--- config.mk ---
export PLATFORM = sky130hd
export DESIGN_NAME = uart_cmd_decoder_flat
export DESIGN_NICKNAME = d
export VERILOG_FILES = /design/src/rtl/uart_cmd_decoder_if.sv /design/src/rtl/uart_cmd_decoder.sv /design/src/flat_wrapper.sv
export SDC_FILE = /design/constraint.sdc
export NUM_CORES = 1
export LEC_CHECK = 0
export BUFFER_PORTS_ARGS = -buffer_cell sky130_fd_sc_hd__buf_2
export CAP_MARGIN = 20
export CORE_MARGIN = 5
export CORE_UTILIZATION = 35
export CTS_CLUSTER_SIZE = 28
export DETAILED_ROUTE_END_ITERATION = 10
export GPL_TIMING_DRIVEN = 0
export PLACE_DENSITY = 0.54
export SLEW_MARGIN = 20
export SYNTH_ARGS = -nofsm -noshare
export SYNTH_HDL_FRONTEND = slang
export SYNTH_SLANG_ARGS = --single-unit
--- constraint.sdc ---
create_clock -name clk -period 7.35 [get_ports clk]
set_input_delay 0.735 -clock clk [delete_from_list [all_inputs] [get_ports clk]]
set_output_delay 0.735 -clock clk [all_outputs]
set_load 0.05 [all_outputs]
--- src/rtl/uart_cmd_decoder_if.sv ---
// Byte-stream input and register-write / error outputs of the UART command decoder.
interface uart_cmd_decoder_if #(
  parameter int DATA_W = 16
);
  logic [7:0]        din;
  logic              dval_in;
  logic              wr_en_out;
  logic [2:0]        wr_addr_out;
  logic [DATA_W-1:0] wr_data_out;
  logic              err_out;
  logic [1:0]        err_code_out;
  logic              busy_out;

  modport master (
    output din, dval_in,
    input  wr_en_out, wr_addr_out, wr_data_out, err_out, err_code_out, busy_out
  );

  modport slave (
    input  din, dval_in,
    output wr_en_out, wr_addr_out, wr_data_out, err_out, err_code_out, busy_out
  );
endinterface

--- src/rtl/uart_cmd_decoder.sv ---
// Parses ASCII "<letter><digits><CR|LF>" commands from the UART byte stream into
// register write strobes, with error pulses for malformed, oversized, empty or stalled lines.
module uart_cmd_decoder #(
  parameter int DATA_W         = 16,
  parameter int TIMEOUT_CYCLES = 400000
) (
  input logic              clk,
  input logic              rst,
  uart_cmd_decoder_if.slave bus
);

  localparam int CNT_W = $clog2(TIMEOUT_CYCLES);
  localparam int EXT_W = DATA_W + 4;

  typedef enum logic [1:0] {IDLE, ADDR, DIGITS, DISCARD} state_t;

  state_t            state;
  logic [DATA_W-1:0] acc;
  logic [2:0]        addr;
  logic [CNT_W-1:0]  cnt;

  logic              wr_en;
  logic [2:0]        wr_addr;
  logic [DATA_W-1:0] wr_data;
  logic              err;
  logic [1:0]        err_code;
  logic              busy;

  logic              is_letter;
  logic              is_digit;
  logic              is_term;
  logic              is_space;
  logic [2:0]        letter_idx;
  logic [EXT_W-1:0]  acc_ext;
  logic              overflow;
  logic              timeout_hit;

  // 'A'..'H' and 'a'..'h' share low bits 1..7,0, so index = low3 - 1 for both cases
  always_comb begin
    is_letter   = ((bus.din >= 8'h41) && (bus.din <= 8'h48)) ||
                  ((bus.din >= 8'h61) && (bus.din <= 8'h68));
    is_digit    = (bus.din >= 8'h30) && (bus.din <= 8'h39);
    is_term     = (bus.din == 8'h0D) || (bus.din == 8'h0A);
    is_space    = (bus.din == 8'h20);
    letter_idx  = bus.din[2:0] - 3'd1;
    acc_ext     = ({4'b0000, acc} * EXT_W'(10)) + {{(EXT_W-4){1'b0}}, bus.din[3:0]};
    overflow    = acc_ext > {4'b0000, {DATA_W{1'b1}}};
    timeout_hit = (cnt == CNT_W'(TIMEOUT_CYCLES - 2));
  end

  // Single registered FSM; strobes default low and pulse for one cycle on the edge that takes the byte
  always_ff @(posedge clk or negedge rst) begin
    if (!rst) begin
      state    <= IDLE;
      acc      <= '0;
      addr     <= '0;
      cnt      <= '0;
      wr_en    <= 1'b0;
      wr_addr  <= '0;
      wr_data  <= '0;
      err      <= 1'b0;
      err_code <= '0;
      busy     <= 1'b0;
    end else begin
      wr_en <= 1'b0;
      err   <= 1'b0;
      busy  <= (state != IDLE);

      if (bus.dval_in || (state == IDLE)) begin
        cnt <= '0;
      end else begin
        cnt <= cnt + CNT_W'(1);
      end

      if (bus.dval_in) begin
        case (state)
          IDLE: begin
            if (is_letter) begin
              addr  <= letter_idx;
              acc   <= '0;
              state <= ADDR;
            end else if (!(is_term || is_space)) begin
              err      <= 1'b1;
              err_code <= 2'd0;
              state    <= DISCARD;
            end
          end
          ADDR: begin
            if (is_digit) begin
              acc   <= {{(DATA_W-4){1'b0}}, bus.din[3:0]};
              state <= DIGITS;
            end else if (is_term) begin
              err      <= 1'b1;
              err_code <= 2'd2;
              state    <= IDLE;
            end else begin
              err      <= 1'b1;
              err_code <= 2'd0;
              state    <= DISCARD;
            end
          end
          DIGITS: begin
            if (is_digit) begin
              if (overflow) begin
                err      <= 1'b1;
                err_code <= 2'd1;
                state    <= DISCARD;
              end else begin
                acc <= acc_ext[DATA_W-1:0];
              end
            end else if (is_term) begin
              wr_en   <= 1'b1;
              wr_addr <= addr;
              wr_data <= acc;
              state   <= IDLE;
            end else begin
              err      <= 1'b1;
              err_code <= 2'd0;
              state    <= DISCARD;
            end
          end
          DISCARD: begin
            if (is_term) begin
              state <= IDLE;
            end
          end
          default: state <= IDLE;
        endcase
      end else if (timeout_hit && (state != IDLE)) begin
        // A stalled bad line already reported its error, so it times out silently
        if (state != DISCARD) begin
          err      <= 1'b1;
          err_code <= 2'd3;
        end
        state <= IDLE;
      end
    end
  end

  assign bus.wr_en_out    = wr_en;
  assign bus.wr_addr_out  = wr_addr;
  assign bus.wr_data_out  = wr_data;
  assign bus.err_out      = err;
  assign bus.err_code_out = err_code;
  assign bus.busy_out     = busy;

endmodule

--- src/flat_wrapper.sv ---
// flat-port wrapper written by rule: the top's interface ports become plain ports
module uart_cmd_decoder_flat 
#(
  parameter int DATA_W         = 16,
  parameter int TIMEOUT_CYCLES = 400000
)
  (clk, rst, bus_din, bus_dval_in, bus_wr_en_out, bus_wr_addr_out, bus_wr_data_out, bus_err_out, bus_err_code_out, bus_busy_out);
  uart_cmd_decoder_if #(.DATA_W(DATA_W)) bus_i ();
  input logic clk;
  input logic rst;
  input wire logic [$bits(bus_i.din)-1:0] bus_din;
  input wire logic [$bits(bus_i.dval_in)-1:0] bus_dval_in;
  output wire logic [$bits(bus_i.wr_en_out)-1:0] bus_wr_en_out;
  output wire logic [$bits(bus_i.wr_addr_out)-1:0] bus_wr_addr_out;
  output wire logic [$bits(bus_i.wr_data_out)-1:0] bus_wr_data_out;
  output wire logic [$bits(bus_i.err_out)-1:0] bus_err_out;
  output wire logic [$bits(bus_i.err_code_out)-1:0] bus_err_code_out;
  output wire logic [$bits(bus_i.busy_out)-1:0] bus_busy_out;
  assign bus_i.din = bus_din;
  assign bus_i.dval_in = bus_dval_in;
  assign bus_wr_en_out = bus_i.wr_en_out;
  assign bus_wr_addr_out = bus_i.wr_addr_out;
  assign bus_wr_data_out = bus_i.wr_data_out;
  assign bus_err_out = bus_i.err_out;
  assign bus_err_code_out = bus_i.err_code_out;
  assign bus_busy_out = bus_i.busy_out;
  uart_cmd_decoder #(.DATA_W(DATA_W), .TIMEOUT_CYCLES(TIMEOUT_CYCLES)) u_core (.clk(clk), .rst(rst), .bus(bus_i));
endmodule
==> results.md, run 1 <==
* DRC Markers at 0
* VDD IR-drop max at 0.122 mV
* Vias per cell at 5.30
* 1st-pass router iterations at 4
* Cell area after layout at 4920 sq um
* Worst hold-check path type: in -> async
* P&R area growth vs syn at 15.8%
* Critical path capture point type: flip-flop
* Post-CTS Hold Fix Bufs at 0
* CTS max path bufs at 2
* Antenna violations before repair at 0
* Fin. Hold Viols at 0
* CP dominant cell by count: ha_1
* Seq/Total Area, Yosys at 0.377
* Clock sink count at 64
* Antenna Cells at 0
* CP startpoint kind: flip-flop
* Post-route minimum period at 4.31 ns
* Clock Skews at 0.00764 ns
* Flop2flop setup slack at 3.04 ns
* Worst Reg-to-Reg Cells at 13
* Total Routed Length at 9.94 mm
* Layout cell share with drive strength beyond 1 at 0.134
* Yosys cell types at 62
* Detail Route Antenna Nets at 0
* Slowest stage cell on the critical path: o311ai_1
* Chip width at 120 um
* Avg WL per Cell at 14.9 um
* Synthesized area at 4250 sq um
* Pwr/cell area at 247 nW/um^2
* Nets at 571
* Starting Density at 0.355
* Worst slew pin tran at 0.775 ns
* H-tree levels at 3
* Ports at 35
* Clock slew at reported path FFs at 0.06 ns
* Slew margin rel. at 0.482
* Critical Path AT at 4.52 ns
* Die Height at 120 um
* Leakage at 2.45 nW
* RePlAce Congestion at 0.793
* Cells after Synth at 472
* Worst Setup Path Type: reg -> reg
* Die Area at 14400 sq um
* CTS tree: yes
* Worst path cell trace: ha_1 -> ha_1 -> fa_1 -> a21oi_1 -> o211ai_1 -> o311ai_1 -> a21boi_0 -> o31ai_1 -> nand4_1 -> mux2_4 -> a21o_2 -> buf_2 -> a22o_1
* Setup ws final at 3.04 ns
* Vias in the first global route at 3403
* Post-DP HPWL at 7.70 mm
* Tot Pwr at 0.00121 W
* 1st-iter DRT viols at 211
* Root Driver: clkbuf_16
* Worst path required time at 7.56 ns
* Slew Limit Fails at 0
* EDFF count, synth at 0
* CTS buffer count at 9
* Latest clock arrival within the worst-skew pair at 0.33 ns
* Ys async rst share at 1.00
* Crit path max fanout at 10
* Fmax at 0.232 GHz
* CORE AREA at 12000 sq um
* Dpl cell area at 4630 sq um
* Setup WS pre-CTS at 3.05 ns
* Cts repair resizes at 0
* Synth warn at 0
* Seq cells post-synth at 64
* Avg Inst Size Synth at 9.00 sq um
* Finish-stage setup viols at 0
* MaxCap Viol Count at 0
* Primary FF master, synth: dfrtp_1
* # rows at 40
* RSZ-0062 raised after global routing: no
* Via Count at 3548
* Largest net degree at the start of global routing at 36
* Post-CTS setup buffer count at 0
* Gr ovfl total at 0
* Period Utilization, post-route at 0.587
* Status: finished clean
* Largest stage delay, worst path at 0.53 ns
* IO Port Bufs at 33
* Total negative slack at 0 ns
* Syn nets at 526
* First-pass GRT wire length at 16.8 mm
* GRT Overall Usage at 0.143
## critical path: cells and delay by family (launching register included)
kind                       cells  cell delay (ns)
AOI/OAI and AO/OA              7             2.07
adders and majority gates      3             1.02
buffers and inverters          1             0.20
DFF                            1             0.45
muxes                          1             0.32
and+or+nand+nor                1             0.14
## stage by stage
stage / cells / util / hold WS, ns
2_1_floorplan: 472 / - / 0.439
3_3_place_gp: 652 / 0.385 / 0.459
3_5_place_dp: 653 / 0.387 / 0.460
4_1_cts: 669 / 0.412 / 0.336
5_1_grt: 669 / 0.412 / 0.356
6_report: 669 / 0.412 / 0.329
## worst paths after layout
check	startpoint	endpoint
max reg2reg	u_core.acc[1]	u_core.acc[5]
min reg2reg	u_core.bus.wr_data_out[5]	u_core.bus.wr_data_out[5]
max in group asynchronous	rst	u_core.acc[1]
min in group clk	u_core.bus.wr_data_out[5]	u_core.bus.wr_data_out[5]
min	rst	u_core.bus.wr_data_out[13]
max	u_core.acc[1]	u_core.acc[5]
## cells in the mapped netlist (all sizes together), types with 2 or more instances
library cell	count	area share
a2111oi	2	0.0044
a211oi	2	0.0035
a21o	5	0.0091
a21oi	15	0.018
a221oi	2	0.0056
a22o	11	0.023
a22oi	4	0.0071
a32oi	2	0.0041
and2	2	0.0032
and3	4	0.0065
and4	2	0.0047
buf	3	0.0050
clkbuf	9	0.0079
dfrtp	64	0.38
fa	2	0.0094
ha	41	0.12
inv	16	0.014
mux2	5	0.014
nand2	85	0.075
nand2b	2	0.0029
nand3	22	0.026
nand4	9	0.013
nor2	44	0.039
nor2b	6	0.0088
nor3	10	0.013
nor4	5	0.0074
nor4b	2	0.0041
o211ai	6	0.011
o21a	2	0.0035
o21ai	18	0.021
o21bai	3	0.0053
o2bb2ai	3	0.0062
o31ai	4	0.0071
or2	2	0.0029
or3	5	0.0074
or4	2	0.0035
or4b	2	0.0047
xnor2	13	0.027
xor2	23	0.047
## registers in the layout, indices dropped and copies added, names as in the netlist, 2 cells and up
| name | cells |
|---|---|
| u_core.cnt | 19 |
| u_core.acc | 16 |
| u_core.bus.wr_data_out | 16 |
| u_core.addr | 3 |
| u_core.bus.wr_addr_out | 3 |
| u_core.bus.err_code_out | 2 |
| u_core.state | 2 |
## layout make-up
class | instances | area [sq um]
inverter | 16 | 60.1
timing repair buffer | 34 | 188
multi-input combinational | 380 | 2540
clock inverter | 7 | 71.3
fill | 1206 | 7040
buffer | 12 | 55.1
sequential | 64 | 1600
tap | 147 | 184
clock buffer | 9 | 225
## layout by cell type (no fill, tap or decap), types with 3 or more instances in the layout
master and n:
nand2_1 85, dfrtp_1 64, nor2_1 44, ha_1 41, buf_2 34, xor2_1 23, nand3_1 22, o21ai_0 18
inv_1 16, a21oi_1 15, xnor2_1 13, a22o_1 11, clkbuf_1 9, nand4_1 9, nor3_1 9, clkbuf_16 9
nor2b_1 6, o211ai_1 6, or3_1 5, nor4_1 5, mux2_2 4, o31ai_1 4, a21o_1 4, a22oi_1 4
o21bai_1 3, o2bb2ai_1 3, clkinvlp_4 3
## layer usage
layer / track usage / wire length (um) / up-vias
met5: 0 / 0 / -
met4: 0.0308 / 72 / 0
met3: 0.0370 / 303 / 7
met2: 0.223 / 4530 / 61
met1: 0.199 / 5040 / 1706
li1: - / - / 1774
## cells by family (layout without fill, tap and decap cells)
| logic type | Yosys count | after routing | synth area share |
|---|---|---|---|
| xor+xnor | 36 | 36 | 0.0742 |
| mux | 6 | 6 | 0.0165 |
| fa+ha+maj | 43 | 43 | 0.130 |
| buf+inv | 28 | 78 | 0.0271 |
| compound gates | 89 | 89 | 0.150 |
| flops | 64 | 64 | 0.377 |
| simple gates | 206 | 206 | 0.226 |
## power by group
group | total, W | internal (W) | switching (W) | leakage (nW)
Combinational | 0.000368 | 0.000131 | 0.000236 | 1.44
Sequential | 0.000424 | 0.000390 | 0.0000344 | 0.878
Clock | 0.000423 | 0.000262 | 0.000161 | 0.138
(Power assumes the default switching activity.)
==> inputs of run 2 (changes only) <==
Clock period 7.35 ns to 4.3 ns, I/O delays scaled along.
==> run 2 against run 1 <==
Non-clock buffer count increased by 1; worst setup slack got worse by 2.9 ns; routed wire length increased by 0.41%; die area unchanged; critical path depth unchanged; register-to-register slack got worse by 2.9 ns; flip-flop and latch count unchanged; via count increased by 0.39%.
==> results.md, run 2 (same netlist as run 1, synthesis figures left out) <==
* Commonest non-fill, non-tap cell in the layout: nand2_1 (unchanged)
* Worst path required time at 4.52 ns (was 7.56 ns)
* Vias in the first global route at 3401 (was 3403)
* Pwr/cell area at 420 nW/um^2 (was 247 nW/um^2)
* H-tree levels at 3 (unchanged)
* Biggest register: u_core.cnt (unchanged)
* Fmax at 0.243 GHz (was 0.232 GHz)
* Critical Path AT at 4.33 ns (was 4.52 ns)
* Via Count at 3562 (was 3548)
* Crit path max fanout at 10 (unchanged)
* Commonest non-fill, non-tap cells in the layout: 85 x nand2_1, 64 x dfrtp_1, 44 x nor2_1 (unchanged)
* Clock sink count at 64 (unchanged)
* Worst Setup Path Type: reg -> reg (unchanged)
* CTS buffer count at 9 (unchanged)
* Nets at 572 (was 571)
* VDD IR-drop max at 0.209 mV (was 0.122 mV)
* Status: finished clean (unchanged)
* 1st-pass router iterations at 4 (unchanged)
* Flop2flop setup slack at 0.19 ns (was 3.04 ns)
* # rows at 40 (unchanged)
* Critical path capture point type: flip-flop (unchanged)
* Slew Limit Fails at 0 (unchanged)
* Largest net degree at the start of global routing at 36 (unchanged)
* Root Driver: clkbuf_16 (unchanged)
* First-pass GRT wire length at 16.8 mm (about the same)
* Post-route minimum period at 4.11 ns (was 4.31 ns)
* Total negative slack at 0 ns (unchanged)
* Post-CTS Hold Fix Bufs at 0 (unchanged)
* Worst slew pin tran at 0.775 ns (about the same)
* Avg WL per Cell at 14.9 um (about the same)
* Latest clock arrival within the worst-skew pair at 0.33 ns (about the same)
* Die Area at 14400 sq um (unchanged)
* Die Height at 120 um (unchanged)
* CORE AREA at 12000 sq um (unchanged)
* Leakage at 2.45 nW (about the same)
* Cells after DPL at 653 (unchanged)
* Total Routed Length at 9.98 mm (was 9.94 mm)
* Finish-stage setup viols at 0 (unchanged)
* Antenna Cells at 0 (unchanged)
* Detail Route Antenna Nets at 0 (unchanged)
* Fin. Hold Viols at 0 (unchanged)
* Slew margin rel. at 0.482 (about the same)
* Period Utilization, post-route at 0.956 (was 0.587)
* CTS max path bufs at 2 (unchanged)
* Post-DP HPWL at 7.70 mm (unchanged)
* Worst hold-check path type: in -> async (unchanged)
* Worst Reg-to-Reg Cells at 13 (unchanged)
* RePlAce Congestion at 0.793 (unchanged)
* RSZ-0062 raised after global routing: no (unchanged)
* Layout cell share with drive strength beyond 1 at 0.141 (was 0.134)
* Vias per cell at 5.32 (was 5.30)
* Post-Layout Cell Count at 670 (was 669)
* Final core occ at 0.414 (was 0.412)
* CP startpoint kind: flip-flop (unchanged)
* IO Port Bufs at 33 (unchanged)
* GRT Overall Usage at 0.142 (was 0.143)
* Fill count at 1207 (was 1206)
* 1st-iter DRT viols at 222 (was 211)
* Antenna violations before repair at 0 (unchanged)
* Chip width at 120 um (unchanged)
* Largest register FFs at 19 (unchanged)
* CTS tree: yes (unchanged)
* MaxCap Viol Count at 0 (unchanged)
* Tot Pwr at 0.00208 W (was 0.00121 W)
* Gr ovfl total at 0 (unchanged)
* Clock Skews at 0.00756 ns (was 0.00764 ns)
* Clock slew at reported path FFs at 0.06 ns (about the same)
* Ports at 35 (unchanged)
* DRC Markers at 0 (unchanged)
* P&R area growth vs syn at 16.5% (was 15.8%)
* Starting Density at 0.355 (unchanged)
run 2: changes by cell type in the layout (fill, tap and decap cells not counted):
cell | before | now
nor4_2 | 0 | 1
buf_4 | 1 | 2
o31ai_1 | 4 | 3
o311ai_1 | 1 | 0
o311ai_2 | 0 | 1
o31ai_2 | 0 | 1
nor4_1 | 5 | 4
run 2: cell type report:
cell class	instances	area, sq um	area share
plain buffers	12	55.1	0.0111
repair buffers	35	195	0.0394
clock buffers	9	225	0.0455
well taps	147	184	0.0372
clock inverters	7	71.3	0.0144
inverters	16	60.1	0.0121
multi-input cells	380	2560	0.517
flip-flops and latches	64	1600	0.324
run 2: path summary, 6_finish.rpt:
kind / to / from
setup / recovery: u_core.acc[6] / u_core.acc[1]
hold / removal: u_core.bus.wr_data_out[13] / rst
setup reg to reg: u_core.acc[6] / u_core.acc[1]
hold reg to reg: u_core.bus.wr_data_out[5] / u_core.bus.wr_data_out[5]
max in group asynchronous: u_core.acc[1] / rst
min in group clk: u_core.addr[0] / bus_din[0]
run 2: routing by layer:
layer	up-vias	track usage	share of wire
li1	1775	-	-
met1	1713	0.198	0.50
met2	66	0.223	0.46
met3	8	0.0370	0.035
met4	0	0.0308	0.0072
met5	-	0	0
run 2: through the flow:
stage	hold slack (ns)	area (sq um)	setup WS (ns)
2_1_floorplan	0.134	4250	0.687
3_3_place_gp	0.459	4600	0.0167
3_5_place_dp	0.390	4630	-0.00236
4_1_cts	0.0309	4930	0.135
5_1_grt	0.0506	4950	0.0175
6_report	0.0255	4950	0.187
run 2: worst max-delay path: stages (launching register included):
cell	delay, ns
dfrtp_1	0.45
ha_1	0.33
ha_1	0.25
fa_1	0.44
a21oi_1	0.25
o211ai_1	0.18
o311ai_2	0.40
a21boi_0	0.19
o31ai_2	0.34
nand4_1	0.13
mux2_4	0.32
a21o_2	0.27
buf_2	0.20
a22o_1	0.25
run 2: what timing repair did:
action	4_1_cts	5_1_grt
cloned	0	0
buffers inserted	0	1
endpoints found under the setup margin	10	11
gates resized for setup	1	2
pin swaps	0	1
run 2: report_power, final:
part / internal (W) / switching (W)
Clock: 0.000448 / 0.000274
Combinational: 0.000225 / 0.000405
Sequential: 0.000666 / 0.0000588
==> inputs of run 3 (changes only) <==
Settings changed: PLACE_DENSITY 0.54 to 0.56, RECOVER_POWER from default to 100.
Clock period 4.3 ns to 3.67 ns, I/O delays scaled along.
==> run 3 against run 2 <==
Clock skew fell by 0.0019 ns; clock-buffer cell count rose by 4; flip-flop and latch count did not move; the run now ends with negative setup slack left; fmax rose by 11%; die area did not move.
==> results.md, run 3 (same netlist as run 1, synthesis figures left out) <==
* Worst reg2reg startpoint: u_core.acc[1] (unchanged)
* P&R area growth vs syn at 22.6% (was 16.5%)
* # rows at 40 (unchanged)
* First-pass GRT wire length at 18.3 mm (was 16.8 mm)
* Final core occ at 0.436 (was 0.414)
* Antenna Cells at 0 (unchanged)
* RePlAce Congestion at 0.905 (was 0.793)
* RSZ-0062 raised after global routing: yes (was no)
* Worst Setup Path Type: reg -> reg (unchanged)
* GRT Overall Usage at 0.156 (was 0.142)
* Reg2reg end: u_core.acc[14] (was u_core.acc[6])
* CTS tree: yes (unchanged)
* Multi-input logic area at 2720 sq um (was 2560 sq um)
* Biggest register: u_core.cnt (unchanged)
* Critical Path End: u_core.acc[14] (was u_core.acc[6])
* Tot Pwr at 0.00265 W (was 0.00208 W)
* IO Port Bufs at 33 (unchanged)
* Die Area at 14400 sq um (unchanged)
* Critical Path AT at 3.96 ns (was 4.33 ns)
* Worst slew pin tran at 1.18 ns (was 0.775 ns)
* Vias per cell at 5.42 (was 5.32)
* Post-DP HPWL at 7.58 mm (was 7.70 mm)
* Commonest non-fill, non-tap cell in the layout: nand2_1 (unchanged)
* Starting Density at 0.355 (unchanged)
* Failing checks: negative setup slack
* Worst path required time at 3.93 ns (was 4.52 ns)
* 1st-iter DRT viols at 176 (was 222)
* Nets at 584 (was 572)
* CP startpoint kind: flip-flop (unchanged)
* Pwr/cell area at 509 nW/um^2 (was 420 nW/um^2)
* CTS buffer count at 9 (unchanged)
* Setup crit start: u_core.acc[1] (unchanged)
* Leakage at 2.42 nW (was 2.45 nW)
* Clock Skews at 0.00571 ns (was 0.00756 ns)
* Vias in the first global route at 3667 (was 3401)
* Dpl cell area at 4630 sq um (about the same)
* 1st-pass router iterations at 4 (unchanged)
* Finish-stage setup viols at 9 (was 0)
* Flop2flop setup slack at -0.03 ns (was 0.19 ns)
* CORE AREA at 12000 sq um (unchanged)
* Crit path max fanout at 5 (was 10)
* Antenna violations before repair at 0 (unchanged)
* Worst Reg-to-Reg Cells at 14 (was 13)
* Fill count at 1176 (was 1207)
* Setup ws final at -0.0297 ns (was 0.187 ns)
* Largest register FFs at 19 (unchanged)
* Total negative slack at -0.0803 ns (was 0 ns)
* Total Routed Length at 11.0 mm (was 9.98 mm)
* Worst hold-check path type: in -> reg (was in -> async)
* DRC Markers at 0 (unchanged)
* Chip width at 120 um (unchanged)
* Setup WS pre-CTS at -0.567 ns (was -0.00236 ns)
* Fmax at 0.270 GHz (was 0.243 GHz)
* Clock sink count at 64 (unchanged)
* Ports at 35 (unchanged)
* Detail Route Antenna Nets at 0 (unchanged)
* Slew margin rel. at 0.216 (was 0.482)
* Via Count at 3695 (was 3562)
* Clock slew at reported path FFs at 0.05 ns (was 0.06 ns)
* Period Utilization, post-route at 1.01 (was 0.956)
* Die Height at 120 um (unchanged)
* Commonest non-fill, non-tap cells in the layout: 85 x nand2_1, 61 x dfrtp_1, 44 x nor2_1 (was 85 x nand2_1, 64 x dfrtp_1, 44 x nor2_1)
* Largest net degree at the start of global routing at 48 (was 36)
* Critical path capture point type: flip-flop (unchanged)
* Latest clock arrival within the worst-skew pair at 0.33 ns (about the same)
* Avg WL per Cell at 16.1 um (was 14.9 um)
* MaxCap Viol Count at 0 (unchanged)
* Slew Limit Fails at 0 (unchanged)
* Root Driver: clkbuf_16 (unchanged)
* CTS max path bufs at 2 (unchanged)
* Gr ovfl total at 0 (unchanged)
* Cell area after layout at 5210 sq um (was 4950 sq um)
* Layout cell share with drive strength beyond 1 at 0.148 (was 0.141)
* Status: finished, violations left (was finished clean)
* Hold_sp: bus_din[0]
* FF/Latch Area at 1610 sq um (was 1600 sq um)
* Fin. Hold Viols at 0 (unchanged)
* VDD IR-drop max at 0.197 mV (was 0.209 mV)
* H-tree levels at 3 (unchanged)
* Post-route minimum period at 3.70 ns (was 4.11 ns)
[run 3: changes by cell type in the layout (fill, tap and decap cells not counted), sizes merged]
cell         previous run  this run
clkinvlp                3         0
dlygate4sd3             0         1
inv                    17        16
clkbuf                 18        50
clkinv                  2         1
buf                    38        21
bufinv                  1         2
[run 3: worst min-delay path by stage]
stage / endpoint / slack [ns] / depth (start not counted)
global placement: u_core.bus.wr_data_out[12] / 0.46 / 2
global route: u_core.addr[0] / 0.34 / 2
finish: u_core.addr[0] / 0.33 / 2
CTS: u_core.addr[0] / 0.32 / 2
detailed placement: u_core.bus.wr_data_out[11] / 0.27 / 1
floorplan: u_core.acc[0] / 0.07 / 0
[run 3: area by class of cell]
type | instances | share of cell area
Buffer | 12 | 0.0130
Timing Repair Buffer | 47 | 0.0497
Sequential cell | 64 | 0.308
Multi-Input combinational cell | 380 | 0.522
Inverter | 16 | 0.0115
Clock inverter | 3 | 0.0125
Tap cell | 147 | 0.0353
Clock buffer | 13 | 0.0480
[run 3: report_power, final]
part           total [W]  switching, W  leakage [nW]  internal (W)
Combinational   0.000882      0.000538          1.39      0.000344
Clock           0.000917      0.000304         0.154      0.000612
Sequential      0.000854     0.0000723         0.873      0.000782
Total            0.00265      0.000914          2.42       0.00174
[run 3: critical path, stage by stage, from the launching register on]
cell,delay [ns]
dfrtp_1,0.43
ha_4,0.27
ha_4,0.16
fa_2,0.38
a21oi_2,0.20
o211ai_1,0.19
o311ai_2,0.37
buf_4,0.19
nand2_1,0.08
xor2_2,0.18
nand4_1,0.13
mux2_4,0.36
buf_6,0.13
or4_1,0.47
nand3_1,0.09
[run 3: layer usage]
layer	GRT usage	up-vias	routed length (um)
met1	0.223	1774	5310
li1	-	1799	-
met3	0.0281	16	626
met4	0.0616	0	211
met5	0	-	0
met2	0.236	106	4840
[run 3: repair_timing]
item | CTS | global route
pin swaps | 10 | 23
hold endpoints to repair | 17 | 0
setup endpoints to repair | 21 | 21
hold buffers | 1 | 0
gates resized for setup | 16 | 25
cloned | 0 | 1
buffers inserted | 9 | 2
[run 3: per-stage QoR]
stage	instances	hold WS [ns]
global placement	652	0.456
detailed placement	653	0.270
CTS	679	0.318
finish	682	0.326
floorplan	472	0.0714
global route	682	0.341
